`src/rtl/gpio_pkg.sv`:
```
// gpio_pkg: register map and defaults shared by the GPIO interrupt controller
package gpio_pkg;
  localparam int GPIO_WIDTH_DEF = 8;
  typedef enum logic [2:0] {
    REG_IN      = 3'd0,
    REG_MASK    = 3'd1,
    REG_RISE_EN = 3'd2,
    REG_FALL_EN = 3'd3,
    REG_PENDING = 3'd4
  } reg_t;
endpackage

```
`src/rtl/gpio_debounce.sv`:
```
// gpio_debounce: per-pin synchronizer, debounce counter and one-cycle edge flags
module gpio_debounce #(
  parameter int DB_CYCLES = 16
) (
  input  logic clk,
  input  logic rst,
  input  logic pin,
  output logic level,
  output logic rise,
  output logic fall
);
  logic [1:0]  sync;
  logic [15:0] cnt;
  logic        done;
  // edges are flagged on the cycle the new level is accepted
  assign done = (sync[1] != level) && (cnt == 16'(DB_CYCLES - 1));
  assign rise = done & sync[1];
  assign fall = done & ~sync[1];
  always_ff @(posedge clk)
    if (rst) begin
      sync  <= 2'b00;
      cnt   <= '0;
      level <= 1'b0;
    end else begin
      sync  <= {sync[0], pin};
      cnt   <= (sync[1] == level || done) ? '0 : cnt + 16'd1;
      if (done) level <= sync[1];
    end
endmodule

```
`src/rtl/gpio_irq_ctrl.sv`:
```
// gpio_irq_ctrl: debounced GPIO inputs with edge-triggered, maskable interrupt and Wishbone registers
module gpio_irq_ctrl
  import gpio_pkg::*;
#(
  parameter int GPIO_WIDTH   = GPIO_WIDTH_DEF,
  parameter int DB_CYCLES    = 16,
  parameter int WB_DAT_WIDTH = 32
) (
  input  logic                    clk,
  input  logic                    rst,
  input  logic [31:0]             wb_adr_i,
  input  logic [WB_DAT_WIDTH-1:0] wb_dat_i,
  input  logic                    wb_we_i,
  input  logic                    wb_cyc_i,
  input  logic                    wb_stb_i,
  output logic [WB_DAT_WIDTH-1:0] wb_dat_o,
  output logic                    wb_ack_o,
  input  logic [GPIO_WIDTH-1:0]   gpio_i,
  output logic                    irq
);
  logic [GPIO_WIDTH-1:0] level, rise, fall, mask, rise_en, fall_en, pending, rd, wd, clr;
  logic [2:0]            sel;
  logic                  ack, acc, wr, unused;
  assign sel      = wb_adr_i[4:2];
  assign wd       = wb_dat_i[GPIO_WIDTH-1:0];
  assign acc      = wb_stb_i & wb_cyc_i & ~ack;
  assign wr       = acc & wb_we_i;
  assign wb_ack_o = wb_stb_i & wb_cyc_i & ack;
  assign unused   = ^{wb_adr_i[31:5], wb_adr_i[1:0], wb_dat_i[WB_DAT_WIDTH-1:GPIO_WIDTH]};
  for (genvar i = 0; i < GPIO_WIDTH; i++) begin : g_db
    gpio_debounce #(.DB_CYCLES(DB_CYCLES)) u_db (
      .clk  (clk),
      .rst  (rst),
      .pin  (gpio_i[i]),
      .level(level[i]),
      .rise (rise[i]),
      .fall (fall[i])
    );
  end
  always_comb begin
    rd  = sel == REG_IN      ? level   :
          sel == REG_MASK    ? mask    :
          sel == REG_RISE_EN ? rise_en :
          sel == REG_FALL_EN ? fall_en :
          sel == REG_PENDING ? pending : '0;
    clr = (wr && sel == REG_PENDING) ? wd : '0;
  end
  always_ff @(posedge clk)
    if (rst) begin
      ack      <= 1'b0;
      wb_dat_o <= '0;
      mask     <= '0;
      rise_en  <= '0;
      fall_en  <= '0;
      pending  <= '0;
      irq      <= 1'b0;
    end else begin
      ack     <= acc;
      irq     <= |(pending & mask);
      // a fresh edge overrides a same-cycle write-1-to-clear
      pending <= (pending & ~clr) | (rise & rise_en) | (fall & fall_en);
      if (acc) wb_dat_o <= {{(WB_DAT_WIDTH-GPIO_WIDTH){1'b0}}, rd};
      if (wr && sel == REG_MASK)    mask    <= wd;
      if (wr && sel == REG_RISE_EN) rise_en <= wd;
      if (wr && sel == REG_FALL_EN) fall_en <= wd;
    end
endmodule

```
`config.mk`:
```
export PLATFORM = sky130hd
export DESIGN_NAME = gpio_irq_ctrl
export DESIGN_NICKNAME = d
export VERILOG_FILES = /design/src/rtl/gpio_pkg.sv /design/src/rtl/gpio_debounce.sv /design/src/rtl/gpio_irq_ctrl.sv
export SDC_FILE = /design/constraint.sdc
export NUM_CORES = 1
export LEC_CHECK = 0
export BUFFER_PORTS_ARGS = -buffer_cell sky130_fd_sc_hd__buf_4
export CORE_MARGIN = 4
export CORE_UTILIZATION = 52
export DETAILED_ROUTE_END_ITERATION = 16
export PLACE_DENSITY = 0.76
export SLEW_MARGIN = 10
export SYNTH_ARGS = -nofsm -noshare
export SYNTH_HDL_FRONTEND = slang
export SYNTH_SLANG_ARGS = --single-unit
```
`constraint.sdc`:
```
create_clock -name clk -period 1.8 [get_ports clk]
set_input_delay 0.09 -clock clk [delete_from_list [all_inputs] [get_ports clk]]
set_output_delay 0.09 -clock clk [all_outputs]
set_load 0.05 [all_outputs]
```
==> run metrics, run 1 <==
yosys synthesis warning count 0; clock-pin transition on the worst setup and hold timing paths 0.07 ns; internal power between 6 and 7 mW; TritonCTS clock tree done; maximum ir drop on the vdd rail 0.636 mV; crit path capture type flop; Net Switching about 1.8 mW; Bufs on Longest Clock Path 2; Finished Layout Cells 1257; placeable core region 16100 um^2; status finished, final reports clean; remaining antenna violation count after routing 0; total routed wirelength 16700 um; number of iterations in the first detailed-routing pass 5; Reg power frac 0.525; post-route minimum period between 1.5 and 2 ns; Via-to-Cell Ratio ~5.3; share of the yosys chip area belonging to registers 0.451; post-CTS setup repair buffer count 0; Netlist cell types 45; startpoint-to-endpoint class of the critical path reg2reg; number of standard-cell rows in the floorplan 46; least setup slack across all paths after layout 0.110 ns; number of synthesized flops with an enable pin 0; number of primary I/O pins 111; sort of element at the start of the critical path flop; pwr dens ~840 nW/um^2; area of the mapped netlist 8610 um^2; part of the total power dissipated in the clock network 0.427; Max Cap Viol 0; insertion delay to the later sink of the worst-skew pair 0.42 ns; leakage dissipation 3.39 nW; setup-violating endpoint count in the final report 0; Total Nets Final around 1100; Worst-Margin Slew 0.533 ns; share of the clock period used by the worst path after layout 0.939; H-tree depth 4; initial antenna violation count 0; setup repair after global routing missed its margin false; setup slack at placement between 0.1 and 0.15 ns; starting density of the core 0.536; gpl congestion 0.833; fill count 1361; worst rel slew slack 0.644; area of placed instances 9160 um^2; share of synthesized registers carrying an async set or reset 0; wire length of the first global-routing pass 28700 um; buffer type at the clock tree root sky130_fd_sc_hd__clkbuf_16; Die Height about 140 um; Min-Delay Path Class in2reg; detail-routed net length per standard cell 13.3 um; data arrival time at the worst-slack endpoint 1.99 ns; final slew viol count 0; vias in the first global route 6181; synthesis-to-finish area growth 14.8%; global route overflow 0; combinational fraction of design power 0.047; clock skew after layout 0.0106 ns; detailed router's first-iteration violation count roughly 410; number of flip-flops and latches in the synthesized netlist 194; flip-flop cell with the highest count after synthesis sky130_fd_sc_hd__dfxtp_1; Cell Count Post-Placement 1210; IO Port Bufs 33; largest fanout on the critical path 2; Total Die Area 18700 um^2; number of remaining DRC errors 0; final sum of negative setup slack 0 ns; Post-DP HPWL 11200 um; GRT Util Overall 0.187; number of cells produced by synthesis 959; pin count of the biggest net entering global routing 45; total clock buffers created by CTS 17; max frequency 0.592 GHz; switching share of power 0.223; WP data required 2.10 ns; Avg Inst Size Synth between 8 and 9 um^2; Fin. Hold Viols 0; total power 8.27 mW; die outline width 137 um; clock tree sinks 194; antenna cell count 0; post-route design area slightly below 10000 um^2; via count 6652; fraction of layout instances using a drive strength above 1 0.114
==> cell usage after synthesis (3+ instances only) <==
| library cell | n | share of area |
|---|---|---|
| sky130_fd_sc_hd__or4_1 | 10 | 0.0087 |
| sky130_fd_sc_hd__nand2_1 | 49 | 0.021 |
| sky130_fd_sc_hd__buf_1 | 4 | 0.0017 |
| sky130_fd_sc_hd__clkbuf_1 | 22 | 0.0096 |
| sky130_fd_sc_hd__buf_2 | 5 | 0.0029 |
| sky130_fd_sc_hd__a22oi_1 | 10 | 0.0087 |
| sky130_fd_sc_hd__nor3_1 | 26 | 0.015 |
| sky130_fd_sc_hd__or3_1 | 8 | 0.0058 |
| sky130_fd_sc_hd__buf_8 | 3 | 0.0052 |
| sky130_fd_sc_hd__inv_1 | 19 | 0.0083 |
| sky130_fd_sc_hd__a21oi_1 | 13 | 0.0076 |
| sky130_fd_sc_hd__xnor2_1 | 91 | 0.093 |
| sky130_fd_sc_hd__nor2_1 | 179 | 0.078 |
| sky130_fd_sc_hd__and3_1 | 10 | 0.0073 |
| sky130_fd_sc_hd__nand4_1 | 34 | 0.025 |
| sky130_fd_sc_hd__xor2_1 | 26 | 0.026 |
| sky130_fd_sc_hd__o211ai_1 | 7 | 0.0061 |
| sky130_fd_sc_hd__nand2b_1 | 10 | 0.0073 |
| sky130_fd_sc_hd__o21ai_0 | 10 | 0.0058 |
| sky130_fd_sc_hd__a221o_1 | 7 | 0.0081 |
| sky130_fd_sc_hd__mux2_2 | 8 | 0.010 |
| sky130_fd_sc_hd__and4_1 | 9 | 0.0092 |
| sky130_fd_sc_hd__nor3b_1 | 7 | 0.0061 |
| sky130_fd_sc_hd__nand3b_1 | 9 | 0.0078 |
| sky130_fd_sc_hd__nor4_1 | 41 | 0.030 |
| sky130_fd_sc_hd__mux2i_1 | 33 | 0.038 |
| sky130_fd_sc_hd__ha_1 | 8 | 0.012 |
| sky130_fd_sc_hd__dfxtp_1 | 194 | 0.45 |
| sky130_fd_sc_hd__nand3_1 | 46 | 0.027 |
| sky130_fd_sc_hd__buf_6 | 3 | 0.0039 |
| sky130_fd_sc_hd__nor4_4 | 3 | 0.0074 |
| sky130_fd_sc_hd__nor2b_1 | 19 | 0.014 |
| sky130_fd_sc_hd__buf_4 | 24 | 0.021 |
==> metrics by stage <==
stage,utilization,hold WS (ns)
after floorplan,-,0.218
after global placement,0.571,0.301
after detailed placement,0.571,0.310
after CTS,0.615,0.0210
after global routing,0.615,0.0275
final,0.615,0.0467
==> power by group through the flow <==
| stage | logic [mW] | registers [mW] | clock network (mW) |
|---|---|---|---|
| floorplan | 0.288 | 4.45 | 0 |
| global placement | 0.357 | 4.44 | 0 |
| detailed placement | 0.359 | 4.44 | 0 |
| CTS | 0.390 | 4.34 | 3.63 |
| global route | 0.421 | 4.34 | 3.82 |
| finish | 0.393 | 4.34 | 3.53 |
==> per-layer routing <==
| layer | part of all wire | vias to the layer above | GRT usage |
|---|---|---|---|
| met4 | 0.0099 | 0 | 0.0493 |
| met1 | 0.49 | 3115 | 0.255 |
| met2 | 0.46 | 112 | 0.298 |
| li1 | - | 3408 | - |
| met5 | 0 | - | 0 |
| met3 | 0.044 | 17 | 0.0445 |
==> worst max-delay path, cell delays in order (launching register included) <==
cell	delay [ns]
sky130_fd_sc_hd__dfxtp_1	0.31
sky130_fd_sc_hd__or4_1	0.57
sky130_fd_sc_hd__nor4_4	0.29
sky130_fd_sc_hd__buf_4	0.16
sky130_fd_sc_hd__mux2i_1	0.19
sky130_fd_sc_hd__nor2_1	0.05
==> registers in the layout, summed over array words and instances, names as in the netlist <==
signal and count:
pending 8, rise_en 8, irq 1, g_db.u_db.level 8, g_db.u_db.cnt 128, wb_dat_o 8, fall_en 8, g_db.u_db.sync 16
mask 8, ack 1
==> kinds of logic (layout without fill, tap and decap cells) <==
group,count (synthesis),after routing,share of synthesized area
compound gates,51,51,0.0403
xor+xnor,117,117,0.119
fa+ha+maj,8,8,0.0116
buf+inv,81,140,0.0532
flops,194,194,0.451
mux,41,41,0.0488
other cells,1,24,0.000436
simple gates,466,466,0.276
==> cells in the final DEF, fill, tap and decap left out, types with 8 or more instances in the layout <==
| cell type | synthesis | final |
|---|---|---|
| sky130_fd_sc_hd__conb_1 | 1 | 24 |
| sky130_fd_sc_hd__or3_1 | 8 | 8 |
| sky130_fd_sc_hd__nand2_1 | 49 | 49 |
| sky130_fd_sc_hd__mux2_2 | 8 | 8 |
| sky130_fd_sc_hd__o21ai_0 | 10 | 10 |
| sky130_fd_sc_hd__inv_1 | 19 | 19 |
| sky130_fd_sc_hd__xnor2_1 | 91 | 91 |
| sky130_fd_sc_hd__nor4_1 | 41 | 41 |
| sky130_fd_sc_hd__nor2b_1 | 19 | 19 |
| sky130_fd_sc_hd__buf_4 | 24 | 71 |
| sky130_fd_sc_hd__mux2i_1 | 33 | 33 |
| sky130_fd_sc_hd__nand4_1 | 34 | 34 |
| sky130_fd_sc_hd__nor3_1 | 26 | 26 |
| sky130_fd_sc_hd__and4_1 | 9 | 9 |
| sky130_fd_sc_hd__and3_1 | 10 | 10 |
| sky130_fd_sc_hd__clkbuf_16 | 0 | 17 |
| sky130_fd_sc_hd__a21oi_1 | 13 | 13 |
| sky130_fd_sc_hd__nand3b_1 | 9 | 9 |
| sky130_fd_sc_hd__nor2_1 | 179 | 179 |
| sky130_fd_sc_hd__dlygate4sd3_1 | 0 | 16 |
| sky130_fd_sc_hd__a22oi_1 | 10 | 10 |
| sky130_fd_sc_hd__or4_1 | 10 | 9 |
| sky130_fd_sc_hd__nand2b_1 | 10 | 10 |
| sky130_fd_sc_hd__xor2_1 | 26 | 26 |
| sky130_fd_sc_hd__nand3_1 | 46 | 46 |
| sky130_fd_sc_hd__dfxtp_1 | 194 | 191 |
==> area by class of cell <==
| cell class | count | area, um^2 | area share |
|---|---|---|---|
| inverter | 19 | 71.3 | 0.00722 |
| tap | 216 | 270 | 0.0273 |
| timing repair buffer | 90 | 744 | 0.0753 |
| clock inverter | 8 | 81.3 | 0.00823 |
| multi-input combinational | 707 | 4360 | 0.441 |
| clock buffer | 23 | 468 | 0.0473 |
| sequential | 194 | 3890 | 0.393 |
==> repair_timing <==
| item | CTS | global route |
|---|---|---|
| endpoints found under the hold margin | 35 | 0 |
| resized for setup | 0 | 5 |
| setup endpoints to repair | 0 | 3 |
| hold buffers | 16 | 0 |
==> final timing paths <==
check / start / to / slack (ns) / depth (start not counted)
hold / removal: wb_adr_i[4] / wb_dat_o[6] / 0.05 / 3
hold reg to reg: g_db[1].u_db.sync[0] / g_db[1].u_db.sync[1] / 0.43 / 1
setup / recovery: g_db[0].u_db.cnt[5] / g_db[0].u_db.level / 0.11 / 5
setup reg to reg: g_db[0].u_db.cnt[5] / g_db[0].u_db.level / 0.11 / 5
Note: power is estimated with default switching activity, not from simulation.
==> inputs of run 2 (changes only) <==
--- a/config.mk
+++ b/config.mk
@@ -7,9 +7,10 @@
 export LEC_CHECK = 0
 export BUFFER_PORTS_ARGS = -buffer_cell sky130_fd_sc_hd__buf_4
 export CORE_MARGIN = 4
-export CORE_UTILIZATION = 52
+export CORE_UTILIZATION = 54
+export CTS_BUF_LIST = sky130_fd_sc_hd__clkbuf_8
 export DETAILED_ROUTE_END_ITERATION = 16
-export PLACE_DENSITY = 0.76
+export PLACE_DENSITY = 0.78
 export SLEW_MARGIN = 10
 export SYNTH_ARGS = -nofsm -noshare
 export SYNTH_HDL_FRONTEND = slang
==> run metrics, run 2 (synthesis results as in run 1) <==
Critical-path top delay cell sky130_fd_sc_hd__or4_1 (unchanged); number of flip-flops in the largest register 128 (unchanged); global route overflow 0 (unchanged); Total Die Area 18000 um^2 (was 18700 um^2); setup-violating endpoint count in the final report 0 (unchanged); insertion delay to the later sink of the worst-skew pair 0.47 ns (was 0.42 ns); Fin. Hold Viols 0 (unchanged); clock skew after layout 0.0118 ns (was 0.0106 ns); WP data required 2.15 ns (was 2.10 ns); H-tree depth 4 (unchanged); gpl congestion 0.851 (was 0.833); least setup slack across all paths after layout 0.0942 ns (was 0.110 ns); vias in the first global route 6122 (was 6181); sort of element at the start of the critical path flop (unchanged); final slew viol count 0 (unchanged); data arrival time at the worst-slack endpoint 2.06 ns (was 1.99 ns); Total Nets Final 1119 (was 1114); flop2flop setup slack 0.09 ns (was 0.11 ns); final core utilization 0.634 (was 0.615); leakage dissipation 3.36 nW (was 3.39 nW); placeable core region 15400 um^2 (was 16100 um^2); remaining antenna violation count after routing 0 (unchanged); endpoint of the lowest-slack register-to-register path g_db[6].u_db.level (was g_db[0].u_db.level); setup slack at placement 0.0982 ns (was 0.111 ns); post-route design area 9790 um^2 (was 9880 um^2); clock-pin transition on the worst setup and hold timing paths 0.10 ns (was 0.07 ns); status finished, final reports clean (unchanged); longest individual stage delay on the worst path 0.56 ns (was 0.57 ns); share of the clock period used by the worst path after layout 0.948 (was 0.939); total clock buffers created by CTS 17 (unchanged); fill count 1265 (was 1361); pin count of the biggest net entering global routing 42 (was 45); number of iterations in the first detailed-routing pass 6 (was 5); number of remaining DRC errors 0 (unchanged); Min-Delay Path Class in2reg (unchanged); number of standard-cell rows in the floorplan 45 (was 46); number of primary I/O pins 111 (unchanged); pwr dens 782 nW/um^2 (was 837 nW/um^2); starting density of the core 0.558 (was 0.536); fraction of layout instances using a drive strength above 1 0.119 (was 0.114); commonest cells after routing, fill and taps aside 192 x sky130_fd_sc_hd__dfxtp_1, 179 x sky130_fd_sc_hd__nor2_1, 91 x sky130_fd_sc_hd__xnor2_1, 75 x sky130_fd_sc_hd__buf_4, 49 x sky130_fd_sc_hd__nand2_1 (was 191 x sky130_fd_sc_hd__dfxtp_1, 179 x sky130_fd_sc_hd__nor2_1, 91 x sky130_fd_sc_hd__xnor2_1, 71 x sky130_fd_sc_hd__buf_4, 49 x sky130_fd_sc_hd__nand2_1); clock tree sinks 194 (unchanged); Worst-Margin Slew 0.532 ns (was 0.533 ns); worst setup path startpoint g_db[6].u_db.cnt[6] (was g_db[0].u_db.cnt[5]); area of placed instances 9180 um^2 (was 9160 um^2); largest register by flop count g_db.u_db.cnt (unchanged); storage element area 3890 um^2 (about the same); Max Cap Viol 0 (unchanged); worst setup path end g_db[6].u_db.level (was g_db[0].u_db.level); maximum ir drop on the vdd rail 0.561 mV (was 0.636 mV); synthesis-to-finish area growth 13.7% (was 14.8%); GRT Util Overall 0.185 (was 0.187); Via-to-Cell Ratio 5.25 (was 5.29); post-route minimum period 1.71 ns (was 1.69 ns); startpoint-to-endpoint class of the critical path reg2reg (unchanged); max frequency 0.586 GHz (was 0.592 GHz); leading registers by flop count g_db.u_db.cnt (128), g_db.u_db.sync (16) (unchanged); most common cell after layout, fill and taps aside sky130_fd_sc_hd__dfxtp_1 (unchanged); setup repair after global routing missed its margin true (was false); crit path capture type flop (unchanged); Die Height 134 um (was 137 um); R2R cell count 5 (unchanged); worst rel slew slack 0.644 (about the same); final sum of negative setup slack 0 ns (unchanged); Post-DP HPWL 11400 um (was 11200 um); die outline width 134 um (was 137 um); detailed router's first-iteration violation count 456 (was 411); TritonCTS clock tree done (unchanged); Bufs on Longest Clock Path 2 (unchanged); via count 6609 (was 6652); cell chain of the critical path or4_1 > nor4_4 > buf_4 > mux2i_1 > nor2_1 (unchanged); detail-routed net length per standard cell 13.0 um (was 13.3 um); initial antenna violation count 1 (was 0); wire length of the first global-routing pass 28000 um (was 28700 um); IO Port Bufs 33 (unchanged); buffer type at the clock tree root sky130_fd_sc_hd__clkbuf_8 (was sky130_fd_sc_hd__clkbuf_16); total routed wirelength 16400 um (was 16700 um); largest fanout on the critical path 4 (was 2); Hold Slack 0.0524 ns (was 0.0467 ns); Multi-input gate area 4360 um^2 (about the same); reg2reg start g_db[6].u_db.cnt[6] (was g_db[0].u_db.cnt[5])
==> run 2: cell types whose count changed in the layout (fill, tap and decap cells not counted), sizes merged <==
cell,delta
inv,+4
buf,+4
bufinv,+2
diode,+1
dlygate4sd3,+1
clkbuf,-5
==> run 2: repair_timing <==
| action | 4_1_cts | 5_1_grt |
|---|---|---|
| hold buffers | 17 | 0 |
| setup endpoints to repair | 0 | 5 |
| gates resized for setup | 0 | 5 |
| setup buffers | 0 | 1 |
| hold endpoints to repair | 41 | 0 |
==> run 2: per-stage QoR <==
step	std cells	power [mW]
after floorplan	982	4.74
after detailed placement	1208	4.80
after CTS	1257	7.72
after global routing	1259	7.94
after global placement	1208	4.80
final	1259	7.65
==> run 2: where the power goes <==
group	switching [mW]	leakage [nW]	internal, mW
Clock	1.51	0.213	1.40
Sequential	0.0196	1.57	4.32
Combinational	0.265	1.58	0.131
==> run 2: cell type report <==
type | count | area share
diodes | 1 | 0.000256
clock buffers | 18 | 0.0253
clock inverters | 14 | 0.0169
inverters | 19 | 0.00729
multi-input cells | 707 | 0.446
flip-flops and latches | 194 | 0.397
well taps | 211 | 0.0270
repair buffers | 95 | 0.0802
==> run 2: worst max-delay path, delay by kind of cell, from the launching register on <==
family | cells | cell delay (ns)
buffers and inverters | 1 | 0.16
multiplexers | 1 | 0.17
flip-flops | 1 | 0.35
AND/OR/NAND/NOR | 3 | 0.90
==> run 2: routing by layer <==
metal,GRT usage,up-vias,share of wire
met5,0,-,0
li1,-,3403,-
met2,0.292,127,0.46
met4,0.0509,0,0.010
met3,0.0503,15,0.046
met1,0.251,3064,0.48
==> run 2: how the worst min path moves through the flow <==
stage                    from              endpoint  slack, ns  cells after the start
floorplan           gpio_i[0]  g_db[0].u_db.sync[0]       0.22                      1
global placement    gpio_i[3]  g_db[3].u_db.sync[0]       0.31                      2
detailed placement  gpio_i[3]  g_db[3].u_db.sync[0]       0.31                      2
CTS                       rst            rise_en[0]       0.02                      2
global route              rst            rise_en[0]       0.03                      2
finish                    rst               mask[2]       0.05                      2
==> inputs of run 3 (changes only) <==
--- a/config.mk
+++ b/config.mk
@@ -6,7 +6,7 @@
 export NUM_CORES = 1
 export LEC_CHECK = 0
 export BUFFER_PORTS_ARGS = -buffer_cell sky130_fd_sc_hd__buf_4
-export CORE_MARGIN = 4
+export CORE_MARGIN = 2
 export CORE_UTILIZATION = 54
 export CTS_BUF_LIST = sky130_fd_sc_hd__clkbuf_8
 export DETAILED_ROUTE_END_ITERATION = 16
==> run metrics, run 3 (synthesis results as in run 1) <==
post-CTS setup repair buffer count 0 (unchanged); clock-pin transition on the worst setup and hold timing paths 0.10 ns (about the same); GRT Util Overall 0.199 (was 0.185); Post-DP HPWL 11100 um (was 11400 um); most common cell after layout, fill and taps aside sky130_fd_sc_hd__dfxtp_1 (unchanged); startpoint-to-endpoint class of the critical path reg2reg (unchanged); setup-violating endpoint count in the final report 0 (unchanged); largest fanout on the critical path 16 (was 4); data arrival time at the worst-slack endpoint 2.08 ns (was 2.06 ns); pwr dens 768 nW/um^2 (was 782 nW/um^2); Total Die Area 17000 um^2 (was 18000 um^2); gpl congestion 0.813 (was 0.851); crit path capture type flop (unchanged); setup slack at placement 0.0887 ns (was 0.0982 ns); largest register by flop count g_db.u_db.cnt (unchanged); worst setup path startpoint g_db[6].u_db.cnt[6] (unchanged); buffer type at the clock tree root sky130_fd_sc_hd__clkbuf_8 (unchanged); area of placed instances 9180 um^2 (about the same); total routed wirelength 15900 um (was 16400 um); Total Nets Final 1115 (was 1119); worst setup path end g_db[6].u_db.cnt[3] (was g_db[6].u_db.level); starting density of the core 0.548 (was 0.558); flop2flop setup slack 0.08 ns (was 0.09 ns); IO Port Bufs 33 (unchanged); clock tree sinks 194 (unchanged); synthesis-to-finish area growth 13.2% (was 13.7%); number of primary I/O pins 111 (unchanged); WP data required 2.16 ns (was 2.15 ns); sort of element at the start of the critical path flop (unchanged); clock skew after layout 0.0130 ns (was 0.0118 ns); Fin. Hold Viols 0 (unchanged); R2R cell count 5 (unchanged); Max Cap Viol 0 (unchanged); post-route minimum period 1.72 ns (was 1.71 ns); remaining antenna violation count after routing 0 (unchanged); reg2reg start g_db[6].u_db.cnt[6] (unchanged); worst rel slew slack 0.639 (was 0.644); insertion delay to the later sink of the worst-skew pair 0.46 ns (was 0.47 ns); Die Height 130 um (was 134 um); leakage dissipation 3.33 nW (was 3.36 nW); maximum ir drop on the vdd rail 0.452 mV (was 0.561 mV); final slew viol count 0 (unchanged); pin count of the biggest net entering global routing 40 (was 42); final core utilization 0.620 (was 0.634); initial antenna violation count 0 (was 1); die outline width 130 um (was 134 um); number of flip-flops in the largest register 128 (unchanged); antenna cell count 0 (was 1); setup repair after global routing missed its margin false (was true); placeable core region 15700 um^2 (was 15400 um^2); Via-to-Cell Ratio 5.23 (was 5.25); least setup slack across all paths after layout 0.0757 ns (was 0.0942 ns); wire length of the first global-routing pass 27600 um (was 28000 um); share of the clock period used by the worst path after layout 0.958 (was 0.948); fill count 1358 (was 1265); H-tree depth 4 (unchanged); max frequency 0.580 GHz (was 0.586 GHz); post-route design area 9740 um^2 (was 9790 um^2); endpoint of the lowest-slack register-to-register path g_db[6].u_db.cnt[3] (was g_db[6].u_db.level); number of standard-cell rows in the floorplan 46 (was 45); detailed router's first-iteration violation count 390 (was 456); fraction of layout instances using a drive strength above 1 0.115 (was 0.119); leading registers by flop count g_db.u_db.cnt (128), g_db.u_db.sync (16) (unchanged); vias in the first global route 6076 (was 6122); detail-routed net length per standard cell 12.6 um (was 13.0 um); Worst-Margin Slew 0.539 ns (was 0.532 ns); status finished, final reports clean (unchanged); number of iterations in the first detailed-routing pass 5 (was 6); Bufs on Longest Clock Path 2 (unchanged); global route overflow 0 (unchanged); number of remaining DRC errors 0 (unchanged); via count 6590 (was 6609); Min-Delay Path Class in2reg (unchanged); final sum of negative setup slack 0 ns (unchanged); total clock buffers created by CTS 17 (unchanged); commonest cells after routing, fill and taps aside 194 x sky130_fd_sc_hd__dfxtp_1, 178 x sky130_fd_sc_hd__nor2_1, 91 x sky130_fd_sc_hd__xnor2_1, 70 x sky130_fd_sc_hd__buf_4, 49 x sky130_fd_sc_hd__nand2_1 (was 192 x sky130_fd_sc_hd__dfxtp_1, 179 x sky130_fd_sc_hd__nor2_1, 91 x sky130_fd_sc_hd__xnor2_1, 75 x sky130_fd_sc_hd__buf_4, 49 x sky130_fd_sc_hd__nand2_1); TritonCTS clock tree done (unchanged)
## run 3: cell types whose count changed in the layout (fill, tap and decap cells not counted), sizes merged
| cell | previous run | this run |
|---|---|---|
| buf | 78 | 74 |
| bufinv | 3 | 2 |
| clkinv | 5 | 4 |
| clkinvlp | 2 | 5 |
| diode | 1 | 0 |
| inv | 23 | 22 |
## run 3: metal layers
layer	global-route usage	vias up	wire length, um
met5	0	-	0
met4	0.0563	0	187
met3	0.0426	14	680
met2	0.322	103	7250
met1	0.271	3069	7810
li1	-	3404	-
## run 3: per-stage QoR
step	hold WS (ns)	instances	total power, mW
4_1_cts	0.0327	1259	7.57
5_1_grt	0.0526	1259	7.78
3_5_place_dp	0.306	1210	4.80
6_report	0.0531	1259	7.49
3_3_place_gp	0.310	1210	4.80
2_1_floorplan	0.218	982	4.74
## run 3: cell type report
type / instances / area, um^2 / area share
clock buffers: 18 / 248 / 0.0254
clock inverters: 14 / 141 / 0.0145
inverters: 19 / 71.3 / 0.00732
multi-input cells: 707 / 4360 / 0.448
flip-flops and latches: 194 / 3880 / 0.399
well taps: 216 / 270 / 0.0277
repair buffers: 91 / 767 / 0.0787
## run 3: worst min path at each step
stage | startpoint | endpoint | slack (ns) | cells past startpoint
after detailed placement | gpio_i[3] | g_db[3].u_db.sync[0] | 0.31 | 2
after CTS | rst | mask[7] | 0.03 | 2
after floorplan | gpio_i[0] | g_db[0].u_db.sync[0] | 0.22 | 1
final | rst | mask[1] | 0.05 | 2
after global routing | rst | rise_en[1] | 0.05 | 2
after global placement | gpio_i[3] | g_db[3].u_db.sync[0] | 0.31 | 2
## run 3: what timing repair did
action	CTS	global route
gates resized for setup	0	3
hold endpoints to repair	41	0
hold buffers	17	0
endpoints found under the setup margin	0	4
## run 3: where the power goes
| group | leakage [nW] | internal, mW | total (mW) | switching (mW) |
|---|---|---|---|---|
| logic | 1.57 | 0.130 | 0.394 | 0.264 |
| clock network | 0.190 | 1.26 | 2.75 | 1.49 |
| registers | 1.57 | 4.32 | 4.34 | 0.0201 |
## run 3: worst max-delay path, cell delays in order (launching register included)
cell                      delay, ns
sky130_fd_sc_hd__dfxtp_1       0.35
sky130_fd_sc_hd__or4_1         0.57
sky130_fd_sc_hd__nor4_4        0.31
sky130_fd_sc_hd__or3_1         0.19
sky130_fd_sc_hd__buf_12        0.15
sky130_fd_sc_hd__nor2_1        0.06
